--- config.mk ---
export PLATFORM = sky130hd
export DESIGN_NAME = sdram_arbiter
export DESIGN_NICKNAME = d
export VERILOG_FILES = /design/src/rtl/sdram_arbiter.sv
export SDC_FILE = /design/constraint.sdc
export NUM_CORES = 1
export LEC_CHECK = 0
export BUFFER_PORTS_ARGS = -buffer_cell sky130_fd_sc_hd__buf_2
export CORE_MARGIN = 8
export CORE_UTILIZATION = 38
export DETAILED_ROUTE_END_ITERATION = 10
export PLACE_DENSITY_LB_ADDON = 0.08
export SLEW_MARGIN = 20
export SYNTH_ARGS = -nofsm -noshare
export SYNTH_HDL_FRONTEND = slang
export SYNTH_SLANG_ARGS = --single-unit
--- constraint.sdc ---
create_clock -name clock -period 2.55 [get_ports clock]
set_input_delay 0.1275 -clock clock [delete_from_list [all_inputs] [get_ports clock]]
set_output_delay 0.1275 -clock clock [all_outputs]
set_load 0.005 [all_outputs]
--- src/rtl/sdram_arbiter.sv ---
// Fixed-priority arbiter sharing one SDRAM command port between video fetch, Z80 CPU and
// loader DMA, with ROM write protection and a loader starvation guard.
module sdram_arbiter #(
  parameter int              AW     = 24,
  parameter logic [AW-1:0]   VBASE  = 24'h4000,
  parameter logic [15:0]     ROMTOP = 16'h4000,
  parameter int              STARVE = 4
) (
  input  logic          clock,
  input  logic          reset,
  // video fetch
  input  logic          vce,
  input  logic [12:0]   va,
  output logic [7:0]    vq,
  // Z80 bus
  input  logic          ce,
  input  logic          mreq,
  input  logic          rd,
  input  logic          wr,
  input  logic [15:0]   a,
  input  logic [7:0]    d,
  output logic [7:0]    q,
  // loader DMA
  input  logic          ldrReq,
  input  logic          ldrWe,
  input  logic [AW-1:0] ldrA,
  input  logic [7:0]    ldrD,
  output logic [7:0]    ldrQ,
  output logic          ldrAck,
  // SDRAM controller command port
  output logic          sdrReq,
  output logic          sdrWe,
  output logic [AW-1:0] sdrA,
  output logic [7:0]    sdrD,
  input  logic [7:0]    sdrQ,
  input  logic          sdrAck,
  // status
  output logic          vovr
);

  localparam logic [1:0] S_IDLE = 2'd0;
  localparam logic [1:0] S_VID  = 2'd1;
  localparam logic [1:0] S_CPU  = 2'd2;
  localparam logic [1:0] S_LDR  = 2'd3;

  localparam int             SW         = $clog2(STARVE + 1);
  localparam logic [SW-1:0]  STARVE_CNT = SW'(STARVE);

  logic [1:0]    state;
  logic          v_pend;
  logic [AW-1:0] v_addr;
  logic          c_pend;
  logic          c_rom;
  logic          c_armed;
  logic          c_we;
  logic [15:0]   c_addr;
  logic [7:0]    c_data;
  logic [SW-1:0] starve;

  // NOTE: all state uses non-blocking assignments; where one register is written twice in
  // this block (completion clear, then a fresh capture), the later assignment wins.
  always_ff @(posedge clock or negedge reset) begin
    if (!reset) begin
      state   <= S_IDLE;
      vq      <= 8'h00;
      q       <= 8'h00;
      ldrQ    <= 8'h00;
      ldrAck  <= 1'b0;
      sdrReq  <= 1'b0;
      sdrWe   <= 1'b0;
      sdrA    <= '0;
      sdrD    <= 8'h00;
      vovr    <= 1'b0;
      v_pend  <= 1'b0;
      v_addr  <= '0;
      c_pend  <= 1'b0;
      c_rom   <= 1'b0;
      c_armed <= 1'b1;
      c_we    <= 1'b0;
      c_addr  <= 16'h0000;
      c_data  <= 8'h00;
      starve  <= '0;
    end else begin
      ldrAck <= 1'b0;

      // ROM-region writes live for a single clock and never reach SDRAM
      if (c_pend && c_rom) begin
        c_pend <= 1'b0;
        c_rom  <= 1'b0;
      end

      case (state)
        S_IDLE: begin
          if (v_pend) begin
            state  <= S_VID;
            sdrReq <= 1'b1;
            sdrWe  <= 1'b0;
            sdrA   <= v_addr;
          end else if (ldrReq && starve == STARVE_CNT) begin
            state  <= S_LDR;
            sdrReq <= 1'b1;
            sdrWe  <= ldrWe;
            sdrA   <= ldrA;
            sdrD   <= ldrD;
          end else if (c_pend && !c_rom) begin
            state  <= S_CPU;
            sdrReq <= 1'b1;
            sdrWe  <= c_we;
            sdrA   <= {{(AW-16){1'b0}}, c_addr};
            sdrD   <= c_data;
          end else if (ldrReq) begin
            state  <= S_LDR;
            sdrReq <= 1'b1;
            sdrWe  <= ldrWe;
            sdrA   <= ldrA;
            sdrD   <= ldrD;
          end
        end
        S_VID: begin
          if (sdrAck) begin
            vq     <= sdrQ;
            v_pend <= 1'b0;
            sdrReq <= 1'b0;
            state  <= S_IDLE;
          end
        end
        S_CPU: begin
          if (sdrAck) begin
            if (!sdrWe) q <= sdrQ;
            c_pend <= 1'b0;
            if (ldrReq && starve != STARVE_CNT) starve <= starve + SW'(1);
            sdrReq <= 1'b0;
            state  <= S_IDLE;
          end
        end
        S_LDR: begin
          if (sdrAck) begin
            if (!sdrWe) ldrQ <= sdrQ;
            ldrAck <= 1'b1;
            starve <= '0;
            sdrReq <= 1'b0;
            state  <= S_IDLE;
          end
        end
        default: begin
          sdrReq <= 1'b0;
          state  <= S_IDLE;
        end
      endcase

      if (vce) begin
        if (v_pend) vovr <= 1'b1;
        v_pend <= 1'b1;
        v_addr <= VBASE + {{(AW-13){1'b0}}, va};
      end

      // one capture per mreq cycle: the CPU holds mreq low across several ce samples
      if (ce) begin
        if (mreq) begin
          c_armed <= 1'b1;
        end else if (c_armed && (!rd || !wr)) begin
          c_armed <= 1'b0;
          c_pend  <= 1'b1;
          c_addr  <= a;
          c_data  <= d;
          c_we    <= !wr;
          c_rom   <= !wr && (a < ROMTOP);
        end
      end
    end
  end

endmodule
* Yosys cells after proc, flatten, opt, wreduce, memory -nomap -nowiden
Index checks and enable logic that the tools add are counted.
W data, S select, Z words.
** Operators by class
- $add $sub $neg :: 2
- Magnitude comparators :: 1
- Equal/unequal tests :: 10
- Muxes and demuxes :: 43
- Bitwise operators :: 3
- Reduce and logical (&&, ||, !) cells :: 29
** Operator list (count)
- $mux W24 :: 4
- $mux W1 :: 25
- $mux W8 :: 3
- $add A15 B13 Y16 const A :: 1
- $lt A16 B15 Y1 const B :: 1
- $reduce_and A2 Y1 :: 6
- $reduce_and A3 Y1 :: 4
- $mux W2 :: 5
- $mux W3 :: 3
- $reduce_bool A2 Y1 :: 4
- $logic_and A1 B1 Y1 :: 6
- $ne A2 B2 Y1 const B :: 3
- $pmux W3 S2 :: 1
- $ne A5 B5 Y1 const B :: 1
- $eq A2 B2 Y1 const B :: 2
- $pmux W2 S2 :: 1
- $reduce_and A4 Y1 :: 1
- $reduce_bool A4 Y1 :: 1
- $add A3 B1 Y3 const B :: 1
- $eq A3 B3 Y1 const B :: 1
- $logic_not A1 Y1 :: 3
- $ne A3 B3 Y1 const B :: 1
- $not A1 Y1 :: 3
- $reduce_bool A3 Y1 :: 1
- 6 further kinds :: 6
** Word-level totals
- Register bits after elaboration :: 118
- Output and inout port bits :: 60
- Word-level logic and storage cells :: 107

* Longest topological paths before layout
Gate-level depths: netlist of the first run.
- Word-level depth :: 7
- Mapped depth :: 7
- Mapped depth without buffers :: 6

* Worst setup path after synthesis of the first run
No wires, ideal clock.
- Path kind :: register -> register
- Start point :: register starve[0]
- End point :: register sdrA[10]
- Library setup time :: 0.131 ns
- Arrival :: 1.360 ns
- Data required time :: 2.419 ns
- Slack :: 1.059 ns
- Stages on the path, launching flop included :: 8
- Buffers on the path :: 1
- Cell sequence :: dfrtp_1 -> inv_1 -> ha_1 -> nand3_1 -> nand2_2 -> buf_6 -> mux2i_1 -> o211ai_1
** Between the ends
- Longest elaborated chain between the ends :: 4
- Elaborated cells on any way between the ends :: 6
** RTL lines
- start, declared :: RTL line 58 : logic [SW-1:0] starve;
- start signal, assigned :: RTL line 131 : if (ldrReq && starve != STARVE_CNT) starve <= starve + SW'(1);
- $eq A3 B3 Y1 * :: RTL line 99 : end else if (ldrReq && starve == STARVE_CNT) begin
- $logic_and A1 B1 Y1 * :: RTL line 99
- $reduce_bool A4 Y1 (no line) or $mux W24 (tied branches)
- $reduce_and A2 Y1 (no line) or $mux W24 (tied branches)
- end signal, assigned :: RTL line 98 : sdrA <= v_addr;
- end signal, assigned :: RTL line 103 : sdrA <= ldrA;
- end signal, assigned :: RTL line 109 : sdrA <= {{(AW-16){1'b0}}, c_addr};
- end, declared :: RTL line 33 : output logic [AW-1:0] sdrA,
Every way passes the cells marked *; elsewhere a longest branch is shown, timed or not.
A chain may end at the register's enable or synchronous reset.

* Worst setup path in the final report of the first run
- Start point :: register c_rom
- End point :: register sdrA[10]
** Between the ends
- Longest elaborated chain between the ends :: 5
- Elaborated cells on any way between the ends :: 7
** RTL lines
- start, declared :: RTL line 53 : logic c_rom;
- start signal, assigned :: RTL line 167 : c_rom <= !wr && (a < ROMTOP);
- $logic_not A1 Y1 * :: RTL line 105 : end else if (c_pend && !c_rom) begin
- $logic_and A1 B1 Y1 * :: RTL line 105
- $mux W24 :: RTL line 105
- $mux W24 :: RTL line 99
- $mux W24 :: RTL line 94 : if (v_pend) begin
Marks and branches as above.

==> metrics.cfg, run 1 <==
[logic_synthesis]
ys.flop_type = dfrtp_1
synthCells = 336
ys_seq_area_frac = 0.604
syn_area_um2 = 4480
ys_types = 38
synthTopCellsByArea = dfrtp_1 60%, mux2_2 15%, mux2i_1 5.6%
synth_top_area_cell = dfrtp_1
async_reset_ff_frac = 1.00
synth_edf_count = 0
synth.net_count = 425
avgSynthCellArea_um2 = 13.3
synth_top_area_share = 0.598
ys_warn_count = 0
synth-seq-cells = 108

[route]
drtIter0Drc = 126
first_pass_iters = 4
viasPerCell = 4.90
detail_route.wl_per_cell_um = 17.4
antenna_left = 0
wl_um = 11500
post-route-drc-count = 0
via_count = 3242

[global_route]
grt_max_degree = 58
grt_pass1_wl_um = 19300
grt_use_total = 0.153
antenna_found_initial = 0
grt-ovfl-total = 0
first_global_vias = 3638

[sta]
worstMarginPinSlew_ns = 0.665
drv_slew = 0
min_period_ns = 1.97
finalSetupViolations = 0
relSlewSlack = 0.556
rsz0062_at_grt = no
finalCritPeriodShare = 0.772
hold_viol_final = 0
finClkSkew_ns = 0.0134
setup-tns-final_ns = 0
fmax_mhz = 508

[layout]
num_antenna_cells = 0
multi_input_area_um2 = 1660
layout_commonest_cell = buf_2
drive_above_1_share = 0.465
synthToLayoutAreaGrowth_pct = 33.5
final_cell_mix = 145 x buf_2, 107 x dfrtp_1, 61 x mux2_2
final_cell_area_um2 = 5980
nNetsFinal = 602
fillers = 1016
regArea_um2 = 2700

[flow_run]
maxCapViolations = 0

[power]
clockPowerShare = 0.235
irDropWorstVdd_mv = 0.603
power_leakage_uw = 0.00287
internal-power_uw = 4100
p_comb_frac = 0.333
power.share.sequential = 0.433
finalPower_uw = 6040
power-per-cell-area_nw_per_um2 = 1010
p_sw_frac = 0.321
netSwitchingPower_uw = 1940

[clock_network]
cts_buffers = 9
cts_resized = 0
path_clk_slew_ns = 0.08
cts-root-buf = clkbuf_16
cts_max_level = 3
cts_buffer_depth = 2
cts_sinks = 108
clock_latency_ns = 0.35
cts_setup_buffers = 0
cts_tree = built

[hold_path]
holdCritPathClass = input pin to flip-flop
hold_start = a[8]

[critical_path]
required_ns = 2.78
crit_path_start_kind = flip-flop
r2r-start = c_rom
worstSetupPathType = flip-flop to flip-flop
crit_path_end_kind = flip-flop
crit_start = c_rom
arrival_ns = 2.20
worst-path-max-fanout = 10

[status]
outcome = finished clean

[place]
dpl.hpwl_um = 8210
gp_congestion = 0.740
port_buffers = 146
place_area_um2 = 5380

[floorplanning]
rows = 39
initial_core_util = 0.391
die_w_um = 125
chipHeight_um = 125
dieArea_um2 = 15500
core_area_um2 = 11500
top_level_ports = 147

[metal layers]
layer / up-vias / wire length (um) / track usage
met3: 7 / 906 / 0.0672
met2: 92 / 5500 / 0.251
met4: 0 / 111 / 0.0361
met1: 1581 / 4970 / 0.179
met5: - / 0 / 0
li1: 1562 / - / -
[power by group through the flow]
stage | registers, uW | clock network (uW) | logic [uW]
finish | 2610 | 1420 | 2010
global route | 2700 | 1530 | 2260
CTS | 2620 | 1470 | 2060
detailed placement | 2650 | 0 | 2030
global placement | 2640 | 0 | 1990
floorplan | 2600 | 0 | 1220
[final cells by class]
type / instances / share of cell area
tap: 143 / 0.0299
multi-input combinational: 204 / 0.277
clock inverter: 5 / 0.0103
clock buffer: 11 / 0.0406
sequential: 108 / 0.452
inverter: 4 / 0.00251
timing repair buffer: 186 / 0.187
[through the flow]
stage                     worst slack (ns)  cells  hold slack (ns)   util
after floorplan                       1.06    336           -0.168      -
after global placement               0.667    615           0.0404  0.469
after detailed placement             0.565    615           0.0449  0.469
after CTS                            0.560    661        0.0000745  0.521
after global routing                 0.378    661          0.00997  0.521
final                                0.581    661           0.0159  0.521
[registers in the layout, indices dropped and copies added, names as in the netlist, 2 cells and up]
signal and flops:
c_data 8, v_addr 14, vq 8, sdrA 24, state 2, c_addr 16, sdrD 8, q 8
ldrQ 8, starve 3
[synthesized netlist by cell type, types with 2 or more instances]
| cell type | n |
|---|---|
| a21o_1 | 2 |
| a22o_1 | 9 |
| buf_2 | 13 |
| buf_6 | 2 |
| clkbuf_1 | 4 |
| dfrtp_1 | 107 |
| ha_1 | 2 |
| inv_1 | 3 |
| mux2_2 | 61 |
| mux2i_1 | 25 |
| nand2_1 | 34 |
| nand3_1 | 16 |
| nand4b_1 | 3 |
| nor2_1 | 2 |
| o211ai_1 | 14 |
| o21ai_0 | 10 |
| o21ai_1 | 8 |
[critical path: stages (launching register included)]
cell and delay (ns):
dfrtp_1 0.38, nor2b_1 0.50, nand2_2 0.38, buf_4 0.31
mux2i_1 0.18, o211ai_1 0.10
[worst paths after layout]
path | end | slack, ns | depth (start not counted)
max | sdrA[10] | 0.58 | 5
min | c_addr[8] | 0.02 | 2
max reg2reg | sdrA[10] | 0.58 | 5
min reg2reg | v_addr[14] | 0.48 | 1
max in group asynchronous | vovr | 1.63 | 3
min in group asynchronous | ldrQ[2] | 0.21 | 2
[logic make-up after synthesis]
family / share of synthesized area
buffers and inverters: 0.0279
muxes: 0.209
AOI/OAI and AO/OA: 0.0830
and+or+nand+nor: 0.0704
DFF: 0.604
adders and majority gates: 0.00559
[repair_timing]
| action | in CTS | in global routing |
|---|---|---|
| hold buffers | 30 | 0 |
| endpoints found under the setup margin | 0 | 0 |
| endpoints found under the hold margin | 49 | 0 |
Note: power is estimated with default switching activity, not from simulation.
==> run 2, diff against run 1 <==
Settings changed: ABC_AREA set to 1.
Clock period 2.55 ns to 1.6 ns, I/O delays scaled along.
==> run 2 against run 1 <==
  * Register-to-register slack worse by 0.39 ns
  * Die area increased by 4.2%
  * Wire length up 17%
  * Count of clock-buffer cells in the layout stayed put
  * Combinational power increased by 78%
  * First-iteration DRC count increased by 89%
  * Critical path type unchanged
==> metrics.cfg, run 2 <==
[floorplanning]
rows = 40  ; +2.6%
dieArea_um2 = 16200  ; +4.2%
chipHeight_um = 127  ; +2.1%
die_w_um = 127  ; +2.1%
core_area_um2 = 12100  ; +5.2%
top_level_ports = 147  ; unchanged
initial_core_util = 0.389  ; -0.00130

[critical_path]
slowest_delay_ns = 0.40  ; -0.10 ns
reg2reg_setup_slack_ns = 0.19  ; -0.39 ns
critPathBufInv = 2  ; +1
required_ns = 1.89  ; -0.89 ns
path_cells = inv_1, ha_1, nand3_2, nand2_4, buf_6, nand2_1, nand3_1, nand2_1, nand2_1
crit_path_end_kind = flip-flop
r2r_end = sdrA[7]
worstSetupPathType = flip-flop to flip-flop
worst-path-max-fanout = 14  ; +4
arrival_ns = 1.70  ; -0.50 ns
crit_slowest_cell = dfrtp_1
r2r-start = starve[0]
crit_family = simple AND/OR/NAND/NOR gates
worstRegToRegCells = 9  ; +4
crit_path_frequent_cell = nand2_1
crit_path_start_kind = flip-flop

[flow_run]
maxCapViolations = 0  ; unchanged

[sta]
hold_viol_final = 0  ; unchanged
fmax_mhz = 709  ; +40%
setup-tns-final_ns = 0  ; unchanged
min_period_ns = 1.41  ; -0.558 ns
worstMarginPinSlew_ns = 0.482  ; -0.183 ns
relSlewSlack = 0.678  ; +0.122
finalCritPeriodShare = 0.882  ; +0.110
holdWs_ns = 0.0296  ; +0.0137 ns
drv_slew = 0  ; unchanged
finalSetupViolations = 0  ; unchanged
finClkSkew_ns = 0.0110  ; -0.00245 ns
worst_slack_ns = 0.189  ; -0.392 ns
rsz0062_at_grt = no

[global_route]
antenna_found_initial = 0  ; unchanged
grt-ovfl-total = 0  ; unchanged
grt_max_degree = 45  ; -22%
grt_use_total = 0.171  ; +0.0181
grt_pass1_wl_um = 22000  ; +14%
first_global_vias = 4414  ; +21%

[layout]
nNetsFinal = 865  ; +44%
final_cell_mix = 255 x nand2_1, 145 x buf_2, 107 x dfrtp_1
layout_commonest_cell = nand2_1
multi_input_area_um2 = 1690  ; +1.8%
top_regs = sdrA: 24 flops, c_addr: 16 flops, v_addr: 14 flops
regArea_um2 = 2700  ; unchanged
largest_reg_flops = 24  ; unchanged
fillers = 1171  ; +15%
final_util = 0.542  ; +0.0208
synthToLayoutAreaGrowth_pct = 39.3
regMostFlops = sdrA
drive_above_1_share = 0.250  ; -0.216

[route]
post-route-drc-count = 0  ; unchanged
detail_route.wl_per_cell_um = 14.2  ; -18%
first_pass_iters = 4  ; unchanged
via_count = 4311  ; +33%
wl_um = 13500  ; +17%
viasPerCell = 4.54  ; -7.5%
drtIter0Drc = 238  ; +89%
antenna_left = 0  ; unchanged

[clock_network]
cts-root-buf = clkbuf_16
cts_buffer_depth = 2  ; unchanged
cts_max_level = 3  ; unchanged
cts_tree = built
cts_buffers = 9  ; unchanged
cts_sinks = 108  ; unchanged
path_clk_slew_ns = 0.07  ; about the same
clock_latency_ns = 0.35  ; about the same

[power]
power_leakage_uw = 0.00358  ; +25%
irDropWorstVdd_mv = 0.729  ; +21%
power-per-cell-area_nw_per_um2 = 1540  ; +52%

[logic_synthesis]
async_reset_ff_frac = 1.00  ; unchanged
synthCells = 571  ; +70%
ys.flop_type = dfrtp_1
synth_top_area_cell = dfrtp_1
synth_top_area_share = 0.570  ; -0.0276
synth-seq-cells = 108  ; unchanged
ys_warn_count = 0  ; unchanged
synthTopCellsByCount = 255 x nand2_1, 107 x dfrtp_1, 51 x nand3_1
avgSynthCellArea_um2 = 8.22  ; -38%
synth_most_common_cell = nand2_1
ys_seq_area_frac = 0.576  ; -0.0278
ys_types = 25  ; -34%
synth.net_count = 660  ; +55%
synthTopCellsByArea = dfrtp_1 57%, nand2_1 20%, nand3_1 5.4%
syn_area_um2 = 4690  ; +4.8%
synth_edf_count = 0  ; unchanged

[place]
port_buffers = 146  ; unchanged
gp_congestion = 0.819  ; +11%
dpl.hpwl_um = 9550  ; +16%
place_ws_ns = 0.135  ; -0.430 ns

[hold_path]
holdCritPathClass = input pin to flip-flop
min_path_cells = 3  ; +1
hold_start = sdrQ[1]
holdPathEnd = q[1]

[status]
outcome = finished clean

==> run 2: logic make-up after synthesis <==
group,count (synthesis),synth area share
flip-flops,108,0.576
AND/OR/NAND/NOR,346,0.301
buffers and inverters,69,0.0648
AO/OA/AOI/OAI,45,0.0509
XOR/XNOR,1,0.00187
adder cells (fa/ha/maj),2,0.00533
==> run 2: area by class of cell <==
| type | count | area share |
|---|---|---|
| antenna | 1 | 0.000383 |
| clock buffer | 11 | 0.0386 |
| clock inverter | 5 | 0.00918 |
| inverter | 45 | 0.0258 |
| multi-input combinational | 394 | 0.258 |
| sequential | 108 | 0.413 |
| tap | 168 | 0.0321 |
| timing repair buffer | 218 | 0.222 |
==> run 2: timing repair <==
action / CTS / global route
hold endpoints to repair: 82 / 0
hold buffers: 56 / 0
endpoints found under the setup margin: 0 / 5
buffers inserted: 0 / 0
gates resized for setup: 0 / 1
==> run 2: metal layers <==
layer	GRT usage	routed length, um
met5	0	0
met4	0.0735	207
met3	0.0470	800
met2	0.280	6370
met1	0.207	6080
==> run 2: worst max-delay path by stage <==
stage,start,to,depth (start not counted)
final,starve[0],sdrA[7],9
after global routing,starve[0],sdrA[5],9
after CTS,starve[0],sdrA[14],9
after detailed placement,starve[0],sdrA[14],9
after global placement,starve[0],sdrA[2],9
after floorplan,starve[0],sdrWe,8
==> run 2: power by group <==
group | internal (uW) | switching [uW] | leakage, uW
sequential | 3640 | 525 | 0.00134
clock | 1300 | 1020 | 0.000152
combinational | 1520 | 2060 | 0.00209
total | 6460 | 3600 | 0.00358
==> run 2: worst register-to-register path, delay by kind of cell (launching register included) <==
| family | cells | cell delay [ns] |
|---|---|---|
| fa+ha+maj | 1 | 0.18 |
| buf+inv | 2 | 0.28 |
| flops | 1 | 0.40 |
| simple gates | 6 | 0.51 |
==> run 2: metrics by stage <==
stage / power (uW) / cell area [um2] / cells
final: 10100 / 6540 / 950
after global routing: 10800 / 6540 / 949
after CTS: 10200 / 6530 / 949
after detailed placement: 7730 / 5660 / 877
after global placement: 7660 / 5660 / 877
after floorplan: 6180 / 4690 / 571
==> run 3, diff against run 2 <==
Settings changed: REMOVE_ABC_BUFFERS set to 1.
==> run 3 against run 2 <==
  * Sequential cell count unchanged
  * Total power grew 2.5%
  * Combinational power is essentially flat
  * Worst hold slack lost 0.021 ns
  * Critical path type unchanged
  * Largest cell class unchanged
  * Largest power group unchanged
  * Highest routed layer unchanged
==> metrics.cfg, run 3 (synthesis gave the netlist of run 2 again) <==
[global_route]
grt_max_degree = 34  ; -24%
antenna_found_initial = 0  ; unchanged
grt-ovfl-total = 0  ; unchanged
grt_pass1_wl_um = 21500  ; -2.1%
grt_use_total = 0.166  ; -0.00473
first_global_vias = 4330  ; -1.9%

[flow_run]
maxCapViolations = 0  ; unchanged

[place]
dpl.hpwl_um = 9100  ; -4.7%
place_ws_ns = 0.157  ; +0.0220 ns
gp_congestion = 0.746  ; -9.0%
port_buffers = 146  ; unchanged

[clock_network]
cts_buffer_depth = 2  ; unchanged
cts_setup_buffers = 0  ; unchanged
cts_sinks = 108  ; unchanged
cts_max_level = 3  ; unchanged
cts_buffers = 9  ; unchanged
cts_tree = built
cts_resized = 0  ; unchanged
clock_latency_ns = 0.35  ; about the same
cts-root-buf = clkbuf_16
path_clk_slew_ns = 0.07  ; about the same

[floorplanning]
top_level_ports = 147  ; unchanged
rows = 40  ; unchanged
core_area_um2 = 12100  ; unchanged
dieArea_um2 = 16200  ; unchanged
initial_core_util = 0.389  ; unchanged
chipHeight_um = 127  ; unchanged
die_w_um = 127  ; unchanged

[critical_path]
arrival_ns = 1.70  ; about the same
required_ns = 1.85  ; -0.04 ns
worstSetupPathType = flip-flop to flip-flop
worst-path-max-fanout = 15  ; +1
crit_path_end_kind = flip-flop
slowest_delay_ns = 0.40  ; about the same
crit_path_start_kind = flip-flop
crit_slowest_cell = dfrtp_1
crit_path_frequent_cell = nand2_1
path_cells = inv_1, ha_1, nand3_2, nand2_4, buf_12, nand2_1, nand3_1, nand2_1

[power]
netSwitchingPower_uw = 3550  ; -1.6%
power_leakage_uw = 0.00359  ; +0.22%
p_comb_frac = 0.346  ; -0.010
p_sw_frac = 0.344  ; -0.0142
power.share.sequential = 0.402  ; -0.012
clockPowerShare = 0.252  ; +0.021
irDropWorstVdd_mv = 0.712  ; -2.3%
internal-power_uw = 6770  ; +4.8%
power-per-cell-area_nw_per_um2 = 1570  ; +2.2%

[sta]
finalCritPeriodShare = 0.907  ; +0.0246
min_period_ns = 1.45  ; +0.0393 ns
fmax_mhz = 689  ; -2.7%
setup-tns-final_ns = 0  ; unchanged
drv_slew = 0  ; unchanged
hold_viol_final = 0  ; unchanged
finalSetupViolations = 0  ; unchanged
relSlewSlack = 0.597  ; -0.0809
rsz0062_at_grt = no
worstMarginPinSlew_ns = 0.604  ; +0.121 ns
finClkSkew_ns = 0.00822  ; -0.00276 ns
worst_slack_ns = 0.149  ; -0.0393 ns

[layout]
top_regs = sdrA: 24 flops, c_addr: 16 flops, v_addr: 14 flops
synthToLayoutAreaGrowth_pct = 39.7
regMostFlops = sdrA
layout_commonest_cell = nand2_1
num_antenna_cells = 0  ; -1
final_cell_mix = 255 x nand2_1, 145 x buf_2, 107 x dfrtp_1
final_util = 0.544  ; +0.00166
nNetsFinal = 861  ; -0.46%
drive_above_1_share = 0.248  ; -0.00129
largest_reg_flops = 24  ; unchanged

[route]
post-route-drc-count = 0  ; unchanged
viasPerCell = 4.53  ; -0.19%
detail_route.wl_per_cell_um = 13.9  ; -1.8%
antenna_left = 0  ; unchanged
via_count = 4280  ; -0.72%
first_pass_iters = 4  ; unchanged
wl_um = 13100  ; -2.3%
drtIter0Drc = 242  ; +1.7%

[hold_path]
holdCritPathClass = input pin to flip-flop

[status]
outcome = finished clean

run 3: cell types whose count changed in the layout (fill, tap and decap cells not counted), sizes merged:
cell,delta
bufinv,+2
buf,-1
dlygate4sd3,-3
diode,-1
clkinvlp,-1
clkbuf,+1
clkinv,-2
run 3: area by class of cell:
cell class / count / area, um2
Clock buffer: 12 / 256
Clock inverter: 4 / 95.1
Fill cell: 1191 / 5500
Inverter: 45 / 169
Multi-Input combinational cell: 394 / 1690
Sequential cell: 108 / 2700
Tap cell: 168 / 210
Timing Repair Buffer: 214 / 1440
run 3: power groups by stage:
stage                     clock (uW)  sequential [uW]  combinational, uW
after global routing            2780             4260               4070
after global placement             0             4170               3460
after detailed placement           0             4200               3530
final                           2600             4150               3570
after CTS                       2680             4160               3650
after floorplan                    0             4190               1790
run 3: stage by stage:
stage | instance area, um2 | hold slack (ns) | power [uW] | std cells
floorplan | 4560 | -0.216 | 5980 | 547
global placement | 5680 | 0.0331 | 7630 | 876
detailed placement | 5680 | 0.0384 | 7730 | 876
CTS | 6560 | 0.0000135 | 10500 | 945
global route | 6560 | 0.00448 | 11100 | 945
finish | 6560 | 0.00871 | 10300 | 945
run 3: metal layers:
layer | part of all wire | GRT usage
met5 | 0 | 0
met4 | 0.0073 | 0.0336
met3 | 0.061 | 0.0574
met2 | 0.48 | 0.263
met1 | 0.46 | 0.216
run 3: worst paths after layout:
path	from	to	slack, ns	depth (start not counted)
worst max-delay path	starve[0]	sdrD[2]	0.15	8
min in group asynchronous	reset	ldrQ[5]	0.20	2
worst max register to register	starve[0]	sdrD[2]	0.15	8
worst min register to register	v_addr[0]	v_addr[0]	0.48	2
max in group asynchronous	reset	c_data[3]	0.77	3
worst min-delay path	sdrQ[5]	q[5]	0.009	3
run 3: timing repair:
item,CTS,global route
setup endpoints to repair,0,0
hold buffers,53,0
hold endpoints to repair,76,0
run 3: worst max-delay path: cells and delay by family (launching register included):
kind                     cells  cell delay [ns]
buffers and inverters        2             0.25
flip-flops                   1             0.40
AND/OR/NAND/NOR              5             0.51
adder cells (fa/ha/maj)      1             0.18
